<file path="config.mk">
export PLATFORM = sky130hd
export DESIGN_NAME = fetch_unit_flat
export DESIGN_NICKNAME = d
export VERILOG_FILES = /design/src/rtl/fetch_unit_if.sv /design/src/rtl/fetch_unit.sv /design/src/flat_wrapper.sv
export SDC_FILE = /design/constraint.sdc
export NUM_CORES = 1
export LEC_CHECK = 0
export ABC_AREA = 0
export CORE_ASPECT_RATIO = 1.4
export CORE_MARGIN = 8
export CORE_UTILIZATION = 56
export CTS_BUF_LIST = sky130_fd_sc_hd__clkbuf_16
export DETAILED_ROUTE_END_ITERATION = 6
export GPL_ROUTABILITY_DRIVEN = 0
export PLACE_DENSITY = 0.85
export SYNTH_ARGS = -nofsm -noshare
export SYNTH_HDL_FRONTEND = slang
export SYNTH_SLANG_ARGS = --single-unit
</file>
<file path="constraint.sdc">
create_clock -name clk -period 4.29 [get_ports clk]
set_input_delay 0.858 -clock clk [delete_from_list [all_inputs] [get_ports clk]]
set_output_delay 0.858 -clock clk [all_outputs]
set_load 0.03 [all_outputs]
</file>
<file path="src/rtl/fetch_unit_if.sv">
// Fetch-stage bus bundle: redirect/stall control from later stages, the
// instruction-memory read port and the registered IF/ID payload.
interface fetch_unit_if;
   logic        redirect;
   logic [15:0] redirect_pc;
   logic        stall;
   logic        imem_req;
   logic [15:0] imem_addr;
   logic [15:0] imem_data;
   logic        imem_done;
   logic [15:0] instruction;
   logic [15:0] pc_inc;
   logic        fetch_valid;
   logic        halted;

   // The fetch unit drives requests and the IF/ID payload.
   modport master (
      input  redirect, redirect_pc, stall, imem_data, imem_done,
      output imem_req, imem_addr, instruction, pc_inc, fetch_valid, halted
   );

   // Surrounding pipeline and memory model.
   modport slave (
      output redirect, redirect_pc, stall, imem_data, imem_done,
      input  imem_req, imem_addr, instruction, pc_inc, fetch_valid, halted
   );
endinterface

</file>
<file path="src/rtl/fetch_unit.sv">
// Instruction fetch stage: one outstanding memory read at a time, a one-entry
// skid buffer for returns that arrive while decode is stalled, redirect
// handling (including a pending target for redirects during a read) and a
// HALT stop state that only a redirect can leave.
module fetch_unit (
   input  logic         clk,
   input  logic         rst,
   fetch_unit_if.master bus
);

   localparam logic [15:0] NOP_WORD = 16'h0800;

   typedef enum logic [1:0] {
      ST_ISSUE  = 2'd0,
      ST_WAIT   = 2'd1,
      ST_HOLD   = 2'd2,
      ST_HALTED = 2'd3
   } state_t;

   // What the IF/ID output register does this cycle.
   typedef enum logic [1:0] {
      OUT_HOLD   = 2'd0,
      OUT_BUBBLE = 2'd1,
      OUT_MEM    = 2'd2,
      OUT_SKID   = 2'd3
   } out_sel_t;

   // Where the PC comes from next cycle.
   typedef enum logic [1:0] {
      PC_KEEP     = 2'd0,
      PC_REDIRECT = 2'd1,
      PC_PENDING  = 2'd2,
      PC_INC      = 2'd3
   } pc_sel_t;

   // A HALT is any word whose top five opcode bits are zero.
   function automatic logic is_halt(input logic [15:0] word);
      return (word[15:11] == 5'b00000);
   endfunction

   // Sequential fetch address; wraps silently at the top of memory.
   function automatic logic [15:0] pc_plus2(input logic [15:0] pc);
      return pc + 16'd2;
   endfunction

   state_t      state_r;
   state_t      state_next_s;
   logic [15:0] pc_r;
   logic        pend_r;
   logic [15:0] pend_pc_r;
   logic [15:0] skid_instr_r;
   logic [15:0] skid_pc_inc_r;
   logic [15:0] instr_r;
   logic [15:0] pc_inc_r;
   logic        valid_r;
   logic        halted_r;

   out_sel_t    out_sel_s;
   pc_sel_t     pc_sel_s;
   logic        req_s;
   logic        pend_load_s;
   logic        pend_clr_s;
   logic        skid_load_s;

   // State register.
   always_ff @(posedge clk) begin
      if (rst) begin
         state_r <= ST_ISSUE;
      end else begin
         state_r <= state_next_s;
      end
   end

   // Next-state decode; a redirect always returns the FSM to ISSUE except
   // while a read is still outstanding, where it is parked as pending.
   always_comb begin
      state_next_s = state_r;
      case (state_r)
         ST_ISSUE: begin
            if (bus.redirect) begin
               state_next_s = ST_ISSUE;
            end else begin
               state_next_s = ST_WAIT;
            end
         end
         ST_WAIT: begin
            if (!bus.imem_done) begin
               state_next_s = ST_WAIT;
            end else if (bus.redirect || pend_r) begin
               state_next_s = ST_ISSUE;
            end else if (bus.stall) begin
               state_next_s = ST_HOLD;
            end else if (is_halt(bus.imem_data)) begin
               state_next_s = ST_HALTED;
            end else begin
               state_next_s = ST_ISSUE;
            end
         end
         ST_HOLD: begin
            if (bus.redirect) begin
               state_next_s = ST_ISSUE;
            end else if (bus.stall) begin
               state_next_s = ST_HOLD;
            end else if (is_halt(skid_instr_r)) begin
               state_next_s = ST_HALTED;
            end else begin
               state_next_s = ST_ISSUE;
            end
         end
         ST_HALTED: begin
            if (bus.redirect) begin
               state_next_s = ST_ISSUE;
            end else begin
               state_next_s = ST_HALTED;
            end
         end
         default: begin
            state_next_s = ST_ISSUE;
         end
      endcase
   end

   // Output and datapath-control decode. The baseline for the IF/ID register
   // is flush on redirect, hold on stall, otherwise bubble; states override
   // it only when an instruction is actually delivered.
   always_comb begin
      req_s       = 1'b0;
      pc_sel_s    = PC_KEEP;
      pend_load_s = 1'b0;
      pend_clr_s  = 1'b0;
      skid_load_s = 1'b0;
      if (bus.redirect) begin
         out_sel_s = OUT_BUBBLE;
      end else if (bus.stall) begin
         out_sel_s = OUT_HOLD;
      end else begin
         out_sel_s = OUT_BUBBLE;
      end
      case (state_r)
         ST_ISSUE: begin
            if (bus.redirect) begin
               pc_sel_s = PC_REDIRECT;
            end else if (rst) begin
               req_s = 1'b0;
            end else begin
               req_s = 1'b1;
            end
         end
         ST_WAIT: begin
            if (bus.imem_done) begin
               pend_clr_s = 1'b1;
               if (bus.redirect) begin
                  pc_sel_s = PC_REDIRECT;
               end else if (pend_r) begin
                  pc_sel_s = PC_PENDING;
               end else begin
                  pc_sel_s = PC_INC;
                  if (bus.stall) begin
                     skid_load_s = 1'b1;
                  end else begin
                     out_sel_s = OUT_MEM;
                  end
               end
            end else if (bus.redirect) begin
               pend_load_s = 1'b1;
            end else begin
               pend_load_s = 1'b0;
            end
         end
         ST_HOLD: begin
            if (bus.redirect) begin
               pc_sel_s = PC_REDIRECT;
            end else if (!bus.stall) begin
               out_sel_s = OUT_SKID;
            end else begin
               out_sel_s = OUT_HOLD;
            end
         end
         ST_HALTED: begin
            if (bus.redirect) begin
               pc_sel_s = PC_REDIRECT;
            end else begin
               pc_sel_s = PC_KEEP;
            end
         end
         default: begin
            pc_sel_s = PC_KEEP;
         end
      endcase
   end

   // Program counter; doubles as the memory request address.
   always_ff @(posedge clk) begin
      if (rst) begin
         pc_r <= 16'h0000;
      end else begin
         case (pc_sel_s)
            PC_REDIRECT: pc_r <= bus.redirect_pc;
            PC_PENDING:  pc_r <= pend_pc_r;
            PC_INC:      pc_r <= pc_plus2(pc_r);
            default:     pc_r <= pc_r;
         endcase
      end
   end

   // Pending redirect target captured while a read is in flight; the newest
   // redirect wins.
   always_ff @(posedge clk) begin
      if (rst) begin
         pend_r    <= 1'b0;
         pend_pc_r <= 16'h0000;
      end else if (pend_load_s) begin
         pend_r    <= 1'b1;
         pend_pc_r <= bus.redirect_pc;
      end else if (pend_clr_s) begin
         pend_r    <= 1'b0;
      end
   end

   // Skid buffer; its occupancy is implied by the HOLD state.
   always_ff @(posedge clk) begin
      if (rst) begin
         skid_instr_r  <= NOP_WORD;
         skid_pc_inc_r <= 16'h0000;
      end else if (skid_load_s) begin
         skid_instr_r  <= bus.imem_data;
         skid_pc_inc_r <= pc_plus2(pc_r);
      end
   end

   // IF/ID output register.
   always_ff @(posedge clk) begin
      if (rst) begin
         instr_r  <= NOP_WORD;
         pc_inc_r <= 16'h0000;
         valid_r  <= 1'b0;
      end else begin
         case (out_sel_s)
            OUT_MEM: begin
               instr_r  <= bus.imem_data;
               pc_inc_r <= pc_plus2(pc_r);
               valid_r  <= 1'b1;
            end
            OUT_SKID: begin
               instr_r  <= skid_instr_r;
               pc_inc_r <= skid_pc_inc_r;
               valid_r  <= 1'b1;
            end
            OUT_BUBBLE: begin
               instr_r  <= NOP_WORD;
               valid_r  <= 1'b0;
            end
            default: begin
               instr_r  <= instr_r;
            end
         endcase
      end
   end

   // Halted flag follows entry into and exit from the stop state.
   always_ff @(posedge clk) begin
      if (rst) begin
         halted_r <= 1'b0;
      end else begin
         halted_r <= (state_next_s == ST_HALTED);
      end
   end

   assign bus.imem_req    = req_s;
   assign bus.imem_addr   = pc_r;
   assign bus.instruction = instr_r;
   assign bus.pc_inc      = pc_inc_r;
   assign bus.fetch_valid = valid_r;
   assign bus.halted      = halted_r;

endmodule

</file>
<file path="src/flat_wrapper.sv">
// flat-port wrapper written by rule: the top's interface ports become plain ports
module fetch_unit_flat 
  (clk, rst, bus_redirect, bus_redirect_pc, bus_stall, bus_imem_data, bus_imem_done, bus_imem_req, bus_imem_addr, bus_instruction, bus_pc_inc, bus_fetch_valid, bus_halted);
  fetch_unit_if bus_i ();
  input  logic clk;
  input  logic rst;
  input wire logic [$bits(bus_i.redirect)-1:0] bus_redirect;
  input wire logic [$bits(bus_i.redirect_pc)-1:0] bus_redirect_pc;
  input wire logic [$bits(bus_i.stall)-1:0] bus_stall;
  input wire logic [$bits(bus_i.imem_data)-1:0] bus_imem_data;
  input wire logic [$bits(bus_i.imem_done)-1:0] bus_imem_done;
  output wire logic [$bits(bus_i.imem_req)-1:0] bus_imem_req;
  output wire logic [$bits(bus_i.imem_addr)-1:0] bus_imem_addr;
  output wire logic [$bits(bus_i.instruction)-1:0] bus_instruction;
  output wire logic [$bits(bus_i.pc_inc)-1:0] bus_pc_inc;
  output wire logic [$bits(bus_i.fetch_valid)-1:0] bus_fetch_valid;
  output wire logic [$bits(bus_i.halted)-1:0] bus_halted;
  assign bus_i.redirect = bus_redirect;
  assign bus_i.redirect_pc = bus_redirect_pc;
  assign bus_i.stall = bus_stall;
  assign bus_i.imem_data = bus_imem_data;
  assign bus_i.imem_done = bus_imem_done;
  assign bus_imem_req = bus_i.imem_req;
  assign bus_imem_addr = bus_i.imem_addr;
  assign bus_instruction = bus_i.instruction;
  assign bus_pc_inc = bus_i.pc_inc;
  assign bus_fetch_valid = bus_i.fetch_valid;
  assign bus_halted = bus_i.halted;
  fetch_unit u_core (.clk(clk), .rst(rst), .bus(bus_i));
endmodule
</file>
### Word-level counts from Yosys, hierarchy flattened

Cells that the tools add are included.

* flip-flop bits (word level): 101
* output and inout port bits: 51
* word-level logic and storage cells: 75

* $add $sub $neg: 1
* equal/unequal tests: 10
* muxes and demuxes: 43
* reductions and logical operators: 11

Operators with widths (count)
* 16-bit one-hot mux with 3 select lines: 2
* 2-bit 2-to-1 mux: 17
* 16-bit one-hot mux with 2 select lines: 1
* 1-bit 2-to-1 mux: 19
* 16-bit by 2-bit adder with 16-bit output, second input constant: 1
* 2-bit == test, second input constant: 7
* 5-bit zero test: 2
* 2-bit one-hot mux with 2 select lines: 2
* 2-bit one-hot mux with 4 select lines: 1
* 2-bit by 1-bit == test with 1-bit output, second input constant: 3
* 2-bit nonzero test: 3
* 3-bit nonzero test: 2
* 3-bit OR reduction: 1
* 2-bit zero test: 1
* 1-bit one-hot mux with 2 select lines: 1
* 2-bit OR reduction: 1
* 1-bit logical OR: 1

### Logic depth before layout (Yosys ltp)

Gate-level depths: netlist of the first run.

* word-level depth: 10
* gate-level depth with buffers: 13
* depth with buffers taken out: 11

### Least setup slack after synthesis of the first run

No wires, ideal clock.

* path kind: input to output
* start: input rst
* end: output bus_imem_req
* arrival time: 2.047 ns
* required time: 3.432 ns
* slack: 1.385 ns
* cell stages on the path: 4
* buffers on the path: 3
* path through: clkbuf_1 clkbuf_1 clkbuf_1 nor3_1

* cells in the longest elaborated chain, start to end: 3

Ends and longest elaborated chain
* start, declared: RTL line flat_wrapper.sv:6 `input logic rst;`
* 1-bit 2-to-1 mux: RTL line fetch_unit.sv:143 `end else if (rst) begin`
* 1-bit 2-to-1 mux: RTL line fetch_unit.sv:141 `if (bus.redirect) begin`
* 1-bit 2-to-1 mux: RTL line fetch_unit.sv:139 `case (state_r)`
* end, declared: RTL line flat_wrapper.sv:12 `output wire logic [$bits(bus_i.imem_req)-1:0] bus_imem_req;`

Every way passes these cells.

### Worst setup path in the final report of the first run

* start: input bus_imem_done
* end: register u_core.pc_r[7], in the netlist u_core.bus.imem_addr[7]

* cells in the longest elaborated chain, start to end: 4

Ends and longest elaborated chain
* start, declared: RTL line flat_wrapper.sv:11 `input wire logic [$bits(bus_i.imem_done)-1:0] bus_imem_done;`
* 2-bit 2-to-1 mux (*): RTL line fetch_unit.sv:150 `if (bus.imem_done) begin`
* 2-bit one-hot mux with 2 select lines (*): RTL line fetch_unit.sv:139
* 2-bit == test or 2-bit by 1-bit == test with 1-bit output (tied branches): RTL line fetch_unit.sv:197 `case (pc_sel_s)`
* 16-bit one-hot mux with 3 select lines or 3-bit nonzero test (tied branches)
* end signal, assigned: RTL line fetch_unit.sv:198 `PC_REDIRECT: pc_r <= bus.redirect_pc;`
* end signal, assigned: RTL line fetch_unit.sv:199 `PC_PENDING: pc_r <= pend_pc_r;`
* end signal, assigned: RTL line fetch_unit.sv:200 `PC_INC: pc_r <= pc_plus2(pc_r);`
* end, declared: RTL line fetch_unit.sv:48 `logic [15:0] pc_r;`

Every way passes the cells marked *; elsewhere a longest branch is shown, timed or not.
A chain may end at the register's enable or synchronous reset.

==> metrics.csv, run 1 <==
stage;metric;value;unit
outcome;status;finished, final reports clean;
layout;area_growth;25.0;%
routing;first_pass_iters;5;
critical_path;worstSetupPathType;input pin to register;
yosys;yosys_warnings;0;
timing;finClkSkew;0.00376;ns
global_routing;grt_overflow;0;
clock_network;cts.path.max_buffers;2;
clock_network;numCtsBuffers;9;
timing;period_minus_slack;3.33;ns
clock_network;cts_root_buf;clkbuf_16;
clock_network;cts_resized;0;
clock_network;clock_latency;0.34;ns
floorplan;io_pins;88;
yosys;syn_inst;543;
yosys;synth_cell_types;50;
layout;drive_above_1_share;3.93;%
floorplan;core-area;0.00810;mm²
routing;ant_nets;0;
global_routing;grt_pass1_wl;19.5;mm
clock_network;path_clk_slew;0.06;ns
placement;portBuffers;87;
layout;n_fill_cell;651;
yosys;synth-edff-count;0;
critical_path;cp_max_fo;10;
timing;setup_viol;0;
yosys;syn_area_per_cell;8.55;µm²
yosys;seq_area_frac_synth;43.6;%
global_routing;grt_max_degree;109;
layout;num_antenna_cells;0;
floorplan;die_area;0.0115;mm²
timing;layout_setup_ws;0.956;ns
power_and_ir_drop;peakVddDrop;267;µV
power_and_ir_drop;cellPowerDensity;363;mW/mm²
routing;viasPerCell;5.99;
routing;num_vias;4265;
global_routing;grt_use_total;20.6;%
floorplan;die_y;124;µm
yosys;netlist_area;0.00464;mm²
timing;fmax;0.300;GHz
global_routing;grt_pass1_vias;4154;
layout;final_nets;651;
clock_network;cts.sinks;101;
routing;wl_per_cell;16.8;µm
floorplan;num_rows;39;
clock_network;post_cts_buffers;0;
routing;routed_wl;11.9;mm
yosys;synth_ff_type;dfxtp_1;
clock_network;htree_levels;3;
critical_path;crit_path_end_kind;register;
timing;relSlewSlack;23.8;%
timing;worst_pin_slew;1.14;ns
routing;drt_iter0_markers;276;
timing;rsz0062_at_grt;no;
timing;finalCritPeriodShare;77.7;%
critical_path;required;4.55;ns
timing;slew_viol_final;0;
yosys;syn_nets;589;
hold_path;worstHoldPathType;register to register;
placement;place_ws;0.685;ns
global_routing;grt_antenna_before_repair;0;
floorplan;die_x;92.9;µm
critical_path;rrSetupSlack;1.56;ns
timing;final_hold_viol_count;0;
critical_path;crit_arrival;3.59;ns
timing;final.setup.tns;0;ns
yosys;ys_seq_elements;101;
yosys;synth-async-reset-ratio;0;%
clock_network;cts_tree;built;
clock_network;postCtsHoldBufs;0;
run;cap_violations;0;
routing;drc;0;
power_and_ir_drop;p_leak;2.00;nW
critical_path;critPathLaunchType;input pin;
floorplan;start_util;57.3;%
placement;dp_hpwl;8.53;mm
-- registers in the layout, indices dropped and copies added, names as in the netlist --
signal                  flops
u_core.bus.halted           1
u_core.pend_r               1
u_core.bus.instruction     16
u_core.bus.pc_inc          16
u_core.bus.imem_addr       16
u_core.state_r              2
u_core.bus.fetch_valid      1
u_core.skid_pc_inc_r       16
u_core.pend_pc_r           16
u_core.skid_instr_r        16
-- per-layer routing --
metal  vias up  share of wire [%]  GRT usage, %
li1       2070                  -             -
met3        29                6.8          4.34
met4         0                2.2          9.20
met1      2004                 41          23.7
met2       162                 50          36.0
met5         -                  0             0
-- metrics by stage --
stage | utilization, % | instance area, µm² | power [mW] | hold slack [ns] | instances
2_1_floorplan | - | 4640 | 1.18 | 0.436 | 543
5_1_grt | 71.6 | 5800 | 2.18 | 0.472 | 712
3_3_place_gp | 67.8 | 5500 | 1.28 | 0.440 | 696
4_1_cts | 71.6 | 5800 | 2.12 | 0.455 | 712
3_5_place_dp | 67.8 | 5500 | 1.28 | 0.446 | 696
6_report | 71.6 | 5800 | 2.11 | 0.455 | 712
-- cells in the final DEF (no fill, tap or decap), types with 7 or more instances in the layout --
cell               n
a221oi_1          20
clkdlybuf4s50_1   86
o211ai_1           7
buf_4              7
dfxtp_1          101
nand3b_1          16
nor3_1            13
ha_1               9
inv_1             40
o21ai_0           11
a21oi_1           48
a211oi_1          10
nand3_1            7
mux2i_1           21
clkbuf_16          9
nand2_1           79
xnor2_1            8
o32ai_1           15
nor2_1            29
-- logic make-up after synthesis --
| kind of cell | count (synthesis) | synth area share (%) |
|---|---|---|
| fa+ha+maj | 9 | 2.43 |
| flops | 101 | 43.6 |
| buf+inv | 82 | 7.28 |
| xor+xnor | 9 | 1.70 |
| mux | 22 | 4.77 |
| compound gates | 138 | 20.6 |
| simple gates | 182 | 19.7 |
-- worst max-delay path, cell delays in order --
cell and delay [ns]:
clkdlybuf4s50_1 0.57, inv_1 0.10, nor3_1 0.35, ha_1 0.48, clkinv_1 0.36, or4_1 0.54, a21o_1 0.17, a21oi_1 0.15
-- Yosys cell counts, types with 6 or more instances --
master / instances / area, µm²
dfxtp_1: 101 / 2020
nand2_1: 79 / 297
a21oi_1: 48 / 240
inv_1: 38 / 143
nor2_1: 29 / 109
clkbuf_1: 26 / 97.6
mux2i_1: 21 / 210
a221oi_1: 20 / 175
nand3b_1: 16 / 120
o32ai_1: 15 / 131
nor3_1: 13 / 65.1
buf_2: 12 / 60.1
o21ai_0: 11 / 55.1
a211oi_1: 10 / 75.1
ha_1: 9 / 113
xnor2_1: 8 / 70.1
nand3_1: 7 / 35.0
o211ai_1: 7 / 52.6
a221o_1: 6 / 60.1
or4b_1: 6 / 60.1
-- power by group --
part / switching (mW) / internal, mW / leakage [nW]
Clock: 0.337 / 0.504 / 0.162
Combinational: 0.156 / 0.120 / 1.02
Sequential: 0.0281 / 0.961 / 0.819
Total: 0.521 / 1.59 / 2.00
-- layout make-up --
type,instances,area [µm²],area share [%]
repair buffers,94,918,15.8
flip-flops and latches,101,2020,34.8
clock inverters,7,82.6,1.42
well taps,102,128,2.20
multi-input cells,360,2280,39.3
inverters,39,146,2.52
clock buffers,9,225,3.88
-- final timing paths --
kind	startpoint	endpoint	depth (start not counted)
worst max-delay path	bus_imem_done	u_core.bus.imem_addr[7]$_SDFFE_PP0P_	8
worst min-delay path	u_core.skid_pc_inc_r[3]$_SDFFE_PP0P_	u_core.skid_pc_inc_r[3]$_SDFFE_PP0P_	2
worst max register to register	u_core.state_r[0]$_SDFF_PP0_	u_core.bus.imem_addr[7]$_SDFFE_PP0P_	8
worst min register to register	u_core.skid_pc_inc_r[3]$_SDFFE_PP0P_	u_core.skid_pc_inc_r[3]$_SDFFE_PP0P_	2
Power figures use the tool's default switching activity.
==> run 2, diff against run 1 <==
- CORE_UTILIZATION: 56 -> 52
- PLACE_DENSITY: 0.85 -> 0.8
- clock period: 4.29 -> 3.5 ns (I/O delays scaled with it)
==> run 2 against run 1 <==
Effect of this change:
- first-iteration DRC count rose by 1.8%
- clock-buffer cell count unchanged
- die area is 6.5% higher
- highest routed layer unchanged
- via count down 2.6%
==> metrics.csv, run 2 (synthesized netlist as in run 1, its figures left out) <==
stage;metric;value;unit;change
timing;final_hold_viol_count;0;;unchanged
layout;mostFrequentLayoutCells;dfxtp_1 (101), clkdlybuf4s50_1 (86), nand2_1 (79), a21oi_1 (48), inv_1 (40);;unchanged
critical_path;crit_path_end_kind;register;;unchanged
clock_network;cts.path.max_buffers;2;;unchanged
critical_path;crit_arrival;3.14;ns;was 3.59 ns
floorplan;core-area;0.00882;mm²;was 0.00810 mm²
clock_network;cts.sinks;101;;unchanged
clock_network;numCtsBuffers;9;;unchanged
critical_path;rrSetupSlack;0.83;ns;was 1.56 ns
placement;portBuffers;87;;unchanged
timing;worst_pin_slew;1.03;ns;was 1.14 ns
global_routing;grt_use_total;19.7;%;was 20.6%
floorplan;start_util;52.6;%;was 57.3%
floorplan;die_area;0.0122;mm²;was 0.0115 mm²
layout;instances_no_fill;722;;was 712
floorplan;die_y;128;µm;was 124 µm
routing;drc;0;;unchanged
global_routing;grt_overflow;0;;unchanged
global_routing;grt_pass1_wl;19.5;mm;about the same
layout;area_growth;25.7;%;was 25.0%
floorplan;num_rows;41;;was 39
routing;viasPerCell;5.75;;was 5.99
floorplan;die_x;95.8;µm;was 92.9 µm
layout;final_common_cell;dfxtp_1;;unchanged
routing;ant_nets;0;;unchanged
layout;fin_area;0.00584;mm²;was 0.00580 mm²
floorplan;io_pins;88;;unchanged
critical_path;required;3.76;ns;was 4.55 ns
clock_network;htree_levels;3;;unchanged
routing;wl_per_cell;16.1;µm;was 16.8 µm
clock_network;cts_tree;built;;unchanged
global_routing;grt_pass1_vias;4085;;was 4154
timing;period_minus_slack;2.88;ns;
clock_network;cts_root_buf;clkbuf_16;;unchanged
power_and_ir_drop;p_leak;2.01;nW;was 2.00 nW
clock_network;postCtsHoldBufs;0;;unchanged
routing;num_vias;4155;;was 4265
power_and_ir_drop;cellPowerDensity;429;mW/mm²;was 363 mW/mm²
outcome;status;finished, final reports clean;;unchanged
routing;first_pass_iters;4;;was 5
layout;num_antenna_cells;0;;unchanged
placement;dp_hpwl;8.34;mm;was 8.53 mm
run;cap_violations;0;;unchanged
global_routing;grt_max_degree;109;;unchanged
hold_path;worstHoldPathType;register to register;;unchanged
critical_path;cp_max_fo;10;;unchanged
timing;fmax;0.348;GHz;
placement;dpl-instance-area;0.00555;mm²;was 0.00550 mm²
timing;slew_viol_final;0;;unchanged
power_and_ir_drop;peakVddDrop;287;µV;was 267 µV
timing;setup_viol;0;;unchanged
routing;routed_wl;11.6;mm;was 11.9 mm
layout;final_nets;656;;was 651
timing;relSlewSlack;31.5;%;was 23.8%
clock_network;post_cts_buffers;0;;unchanged
timing;finClkSkew;0.00837;ns;was 0.00376 ns
routing;drt_iter0_markers;281;;was 276
global_routing;grt_antenna_before_repair;0;;unchanged
timing;final.setup.tns;0;ns;unchanged
timing;finalCritPeriodShare;82.2;%;
critical_path;worstSetupPathType;input pin to register;;unchanged
clock_network;clock_latency;0.34;ns;about the same
placement;place_inst;706;;was 696
layout;drive_above_1_share;4.55;%;was 3.93%
placement;place_ws;0.307;ns;was 0.685 ns
power_and_ir_drop;p_total;2.50;mW;was 2.11 mW
critical_path;critPathLaunchType;input pin;;unchanged
clock_network;cts_resized;0;;unchanged
timing;layout_setup_ws;0.623;ns;was 0.956 ns
clock_network;path_clk_slew;0.06;ns;about the same
timing;rsz0062_at_grt;no;;unchanged
[run 2: routing by layer]
| layer | global-route usage [%] | share of wire [%] | up-vias |
|---|---|---|---|
| met2 | 32.8 | 50 | 120 |
| met1 | 23.5 | 42 | 1930 |
| li1 | - | - | 2086 |
| met5 | 0 | 0 | - |
| met3 | 4.57 | 5.6 | 19 |
| met4 | 7.81 | 2.1 | 0 |
[run 2: per-stage QoR]
stage / hold slack, ns / util, %
finish: 0.455 / 66.1
global route: 0.480 / 66.1
CTS: 0.456 / 66.1
detailed placement: 0.447 / 62.9
global placement: 0.441 / 62.9
floorplan: 0.436 / -
[run 2: worst paths after layout]
path	from	endpoint	depth (start not counted)
max	bus_imem_done	u_core.bus.imem_addr[7]$_SDFFE_PP0P_	8
min	u_core.skid_instr_r[8]$_SDFFE_PP0P_	u_core.skid_instr_r[8]$_SDFFE_PP0P_	2
max reg2reg	u_core.state_r[1]$_SDFF_PP0_	u_core.bus.imem_addr[15]$_SDFFE_PP0P_	11
min reg2reg	u_core.skid_instr_r[8]$_SDFFE_PP0P_	u_core.skid_instr_r[8]$_SDFFE_PP0P_	2
[run 2: area by class of cell]
class,instances,area (µm²)
fill,765,2990
timing repair buffer,99,968
clock buffer,9,225
clock inverter,7,58.8
inverter,39,146
multi-input combinational,360,2280
tap,107,134
sequential,101,2020
[run 2: where the power goes]
part | internal (mW) | switching (mW) | leakage, nW
Clock | 0.544 | 0.405 | 0.145
Sequential | 1.18 | 0.0347 | 0.819
Combinational | 0.153 | 0.191 | 1.04
Total | 1.87 | 0.630 | 2.01
[run 2: critical path: stages]
cell and delay (ns):
clkdlybuf4s50_1 0.56, inv_1 0.09, nor3_1 0.31, ha_1 0.50, clkinv_1 0.19, or4_1 0.49, a21o_1 0.17, a21oi_1 0.12
